### config.mk
export PLATFORM = sky130hd
export DESIGN_NAME = add_slice_seq
export DESIGN_NICKNAME = d
export VERILOG_FILES = /design/src/rtl/add_slice_seq.sv
export SDC_FILE = /design/constraint.sdc
export NUM_CORES = 1
export LEC_CHECK = 0
export BUFFER_PORTS_ARGS = -buffer_cell sky130_fd_sc_hd__buf_2
export CORE_MARGIN = 2
export CORE_UTILIZATION = 50
export DETAILED_ROUTE_END_ITERATION = 7
export HOLD_SLACK_MARGIN = 0.08
export PLACE_DENSITY_LB_ADDON = 0.15
export SLEW_MARGIN = 10
export SYNTH_ARGS = -nofsm -noshare
export SYNTH_HDL_FRONTEND = slang
export SYNTH_SLANG_ARGS = --single-unit
### constraint.sdc
create_clock -name clk -period 11.2 [get_ports clk]
set_input_delay 2.8 -clock clk [delete_from_list [all_inputs] [get_ports clk]]
set_output_delay 2.8 -clock clk [all_outputs]
set_load 0.01 [all_outputs]
### src/rtl/add_slice_seq.sv
// Multi-cycle WIDTH-bit adder/subtractor: one shared SLICE-bit adder is applied
// LSB slice first, and the carry is held in a register between slices.
module add_slice_seq #(
  parameter int WIDTH = 64,
  parameter int SLICE = 16
) (
  input  logic             clk,
  input  logic             rst_n,
  input  logic             in_valid,
  output logic             in_ready,
  input  logic [WIDTH-1:0] a,
  input  logic [WIDTH-1:0] b,
  input  logic             cin,
  input  logic             op_sub,
  output logic             out_valid,
  input  logic             out_ready,
  output logic [WIDTH-1:0] sum,
  output logic             cout,
  output logic             ovf,
  output logic             busy
);

  localparam int NSLICE = WIDTH / SLICE;
  localparam int IDXW   = (NSLICE > 1) ? $clog2(NSLICE) : 1;
  localparam logic [IDXW-1:0] LAST_IDX = IDXW'(NSLICE - 1);

  generate
    if (NSLICE < 2 || (WIDTH % SLICE) != 0) begin : g_bad_params
      $error("add_slice_seq: WIDTH must be a multiple of SLICE with WIDTH/SLICE >= 2");
    end
  endgenerate

  typedef enum logic [1:0] {
    IDLE = 2'd0,
    RUN  = 2'd1,
    DONE = 2'd2
  } state_t;

  state_t                        state;
  logic [IDXW-1:0]               idx;
  logic                          carry;
  logic [NSLICE-1:0][SLICE-1:0]  a_q;
  logic [NSLICE-1:0][SLICE-1:0]  b_q;
  logic [NSLICE-1:0][SLICE-1:0]  sum_q;
  logic [SLICE:0]                slice_res;

  // NOTE: always_comb assigns its output on every path, so no latch is inferred.
  always_comb begin
    slice_res = {1'b0, a_q[idx]} + {1'b0, b_q[idx]} + {{SLICE{1'b0}}, carry};
  end

  // NOTE: all state uses non-blocking assignments, so every register samples
  // its pre-edge values no matter in which order the statements are written.
  always_ff @(posedge clk or negedge rst_n) begin
    if (!rst_n) begin
      state <= IDLE;
      idx   <= '0;
      carry <= 1'b0;
      a_q   <= '0;
      b_q   <= '0;
      sum_q <= '0;
      cout  <= 1'b0;
      ovf   <= 1'b0;
    end else begin
      unique case (state)
        IDLE: begin
          if (in_valid) begin
            // Subtract is done as A + ~B + 1, so only the add path is needed.
            a_q   <= a;
            b_q   <= op_sub ? ~b : b;
            carry <= op_sub ? 1'b1 : cin;
            idx   <= '0;
            state <= RUN;
          end
        end
        RUN: begin
          sum_q[idx] <= slice_res[SLICE-1:0];
          carry      <= slice_res[SLICE];
          if (idx == LAST_IDX) begin
            cout  <= slice_res[SLICE];
            ovf   <= (a_q[NSLICE-1][SLICE-1] == b_q[NSLICE-1][SLICE-1]) &
                     (slice_res[SLICE-1] != a_q[NSLICE-1][SLICE-1]);
            state <= DONE;
          end else begin
            idx <= idx + IDXW'(1);
          end
        end
        DONE: begin
          if (out_ready) state <= IDLE;
        end
        default: state <= IDLE;
      endcase
    end
  end

  assign in_ready  = (state == IDLE);
  assign out_valid = (state == DONE);
  assign busy      = (state != IDLE);
  assign sum       = sum_q;

endmodule

==> impl_metrics.tcl <==
set metrics [dict create \
    synth_area_leaders "dfrtp_1 (52%), nand2_1 (13%), mux4_2 (7.5%), xnor2_1 (6.3%), o21ai_0 (6.2%)" \
    fp.dieH_microns 142 \
    io_buffer_count 202 \
    yosys.area.top_type "dfrtp_1" \
    worst_ep_arrival_time_ns 4.60 \
    start_kind "input port" \
    cts.sink_count 199 \
    ff2ff_setup_slack_ns 7.06 \
    viasPerCell 5.18 \
    cellLeakagePower_nw 5.56 \
    seq_area_frac_synth_pct 52.1 \
    synth_edf_count 0 \
    area_delta_synth_final_pct 17.7 \
    tightestPinTransition_ns 1.16 \
    holdCritPathClass "reg2reg" \
    synth.distinct_cells 48 \
    clk_path_buf_depth 2 \
    route.detailed.drc 0 \
    core_area_sq_mm 0.0187 \
    vias 7141 \
    die-width_microns 142 \
    clk_pin_slew_ns 0.07 \
    io_pins 203 \
    nets 1287 \
    routedWlPerCell_microns 15.9 \
    slew-limit-headroom_pct 22.5 \
    finalSetupViolCount 0 \
    synth_top_area_share_pct 52.1 \
    drive_above_1_share_pct 25.6 \
    min_period_ns 4.35 \
    dp_cells 1347 \
    synthCells 966 \
    r2r_cells 10 \
    cts_hold_buffers 0 \
    crit_type "in2reg" \
    period_share_pct 38.8 \
    dr.first_iter.drc_count 395 \
    synth_area_sq_mm 0.00956 \
    cts-htree-levels 4 \
    pre_cts_slack_ns 6.42 \
    endpoint "b_q[20]$_DFFE_PN0P_" \
    clockRootBuffer "clkbuf_16" \
    status "finished clean" \
    insertedDiodeCount 0 \
    finalHoldViolations 0 \
    dieArea_sq_mm 0.0202 \
    powerDensity_mw_per_mm2 347 \
    finalMaxSlewViolations 0 \
    num_rows 50 \
    r2r-start "idx[0]$_DFFE_PN0P_" \
    fmax_ghz 0.230 \
    antenna_found_initial 0 \
    detail_route.first_pass.iterations 5 \
    async_flop_share_pct 100 \
    dpl_cell_area_sq_mm 0.0107 \
    startpoint "in_valid" \
    fin_skew_ns 0.0119 \
    dpl.hpwl_microns 15500 \
    postCtsSetupBuffers 0 \
    rsz0062_at_grt "false" \
    r2r-end "cout$_DFFE_PN0P_" \
    grt.overflow.total 0 \
    final_cell_area_sq_mm 0.0113 \
    gp_congestion 0.883 \
    fin_util_pct 60.2 \
    fin_setup_tns_ns 0 \
    cp.required_ns 11.45 \
    peakVddDrop_uv 188 \
    path_max_fanout 124 \
    finalNonFillerCells 1378 \
    grt_max_degree 125 \
    post_synth.cell_area_avg_sq_um 9.90 \
    grt_usage_pct 22.3 \
    maxCapViolations 0 \
    numCtsBuffers 17 \
    synth_top_flop_cell "dfrtp_1" \
    cts_tree "done" \
    synth_nets 1121 \
    wl_microns 21900 \
    grt_pass1_wl_microns 35000 \
    yosys_warnings 0 \
    worstSetupEndpointType "register" \
    start_util_pct 51.1 \
    first_global_vias 6710 \
    drtAntennaViolNets 0 \
    layout_setup_ws_ns 6.85 \
    worst_skew_pair.late_latency_ns 0.43 \
    cts_resized 0 \
    ys_ff_latch 199 \
]
## synth_stat cells (2+ instances only)
| library cell | number |
|---|---|
| a211o_2 | 7 |
| a211oi_1 | 2 |
| a21boi_0 | 4 |
| a21o_1 | 6 |
| a21oi_1 | 10 |
| a311oi_1 | 2 |
| a31oi_1 | 3 |
| and2_1 | 3 |
| and3_1 | 2 |
| buf_1 | 12 |
| buf_2 | 5 |
| clkbuf_1 | 42 |
| dfrtp_1 | 199 |
| fa_1 | 2 |
| ha_1 | 19 |
| inv_1 | 10 |
| mux2_2 | 8 |
| mux4_2 | 32 |
| nand2_1 | 327 |
| nand2b_1 | 3 |
| nand3_1 | 21 |
| nand4_1 | 2 |
| nor2_1 | 20 |
| nor3_1 | 3 |
| nor3b_1 | 3 |
| o211ai_1 | 2 |
| o21ai_0 | 118 |
| o31ai_1 | 6 |
| or3_1 | 2 |
| xnor2_1 | 69 |
| xor2_1 | 5 |
## per-layer routing
| layer | track usage (%) | wire [microns] | vias to the layer above | part of all wire [%] |
|---|---|---|---|---|
| li1 | - | - | 3565 | - |
| met1 | 32.5 | 10500 | 3392 | 48 |
| met2 | 35.8 | 10400 | 169 | 47 |
| met3 | 4.14 | 910 | 15 | 4.1 |
| met4 | 3.95 | 184 | 0 | 0.84 |
| met5 | 0 | 0 | - | 0 |
## how the worst min path moves through the flow
stage                        startpoint                  end  slack (ns)  cells after the start
floorplan           a_q[32]$_DFFE_PN0P_  a_q[32]$_DFFE_PN0P_        0.44                      2
global placement    a_q[57]$_DFFE_PN0P_  a_q[57]$_DFFE_PN0P_        0.45                      2
detailed placement  a_q[57]$_DFFE_PN0P_  a_q[57]$_DFFE_PN0P_        0.46                      2
CTS                    cout$_DFFE_PN0P_     cout$_DFFE_PN0P_        0.47                      2
global route        a_q[62]$_DFFE_PN0P_  a_q[62]$_DFFE_PN0P_        0.49                      2
finish                 cout$_DFFE_PN0P_     cout$_DFFE_PN0P_        0.47                      2
## state kept, by name, summed over array words and instances, names as in the netlist
name and flops:
b_q 64, ovf 1, state 2, idx 2, a_q 64, sum 64, carry 1, cout 1
## cells in the final DEF (no fill, tap or decap), types with 3 or more instances in the layout
master      netlist  layout
buf_2             5     200
clkbuf_1         42       3
ha_1             19      19
clkinv_4          0       3
nor2_1           20      20
o21ai_0         118     118
a21boi_0          4       4
dfrtp_1         199     197
nand2_1         327     326
mux4_2           32      32
a21o_1            6       6
nand2b_1          3       3
nor3b_1           3       3
inv_1            10      10
clkinvlp_4        0       3
a31oi_1           3       3
clkbuf_16         0      17
xor2_1            5       5
a21oi_1          10      10
buf_4             0       7
xnor2_1          69      69
mux2_2            8       8
nor3_1            3       3
nand3_1          21      21
o31ai_1           6       6
a211o_2           7       7
## kinds of logic after synthesis
group	synth area share [%]
AO/OA/AOI/OAI	10.4
XOR/XNOR	6.78
adder cells (fa/ha/maj)	2.91
buffers and inverters	3.05
flip-flops	52.1
multiplexers	8.48
AND/OR/NAND/NOR	16.3
## worst max-delay path, stage by stage
cell and delay [ns]:
buf_2 0.12, nand2_4 0.44, buf_4 0.93, o21ai_0 0.25
## power breakdown
| part | switching, mW | internal (mW) |
|---|---|---|
| Clock | 0.266 | 0.335 |
| Sequential | 0.173 | 1.06 |
| Combinational | 1.29 | 0.782 |
## final cells by class
class                   count  area [sq um]
clock inverters            10           123
well taps                 234           293
flip-flops and latches    199          4980
inverters                  10          37.5
fillers                  1645          7450
clock buffers              21           450
multi-input cells         696          4300
repair buffers            208          1070
## through the flow
step | hold slack, ns | power, mW
finish | 0.469 | 3.91
global route | 0.487 | 4.24
CTS | 0.475 | 3.94
detailed placement | 0.458 | 3.33
global placement | 0.454 | 3.28
floorplan | 0.440 | 2.71
(Power assumes the default switching activity.)
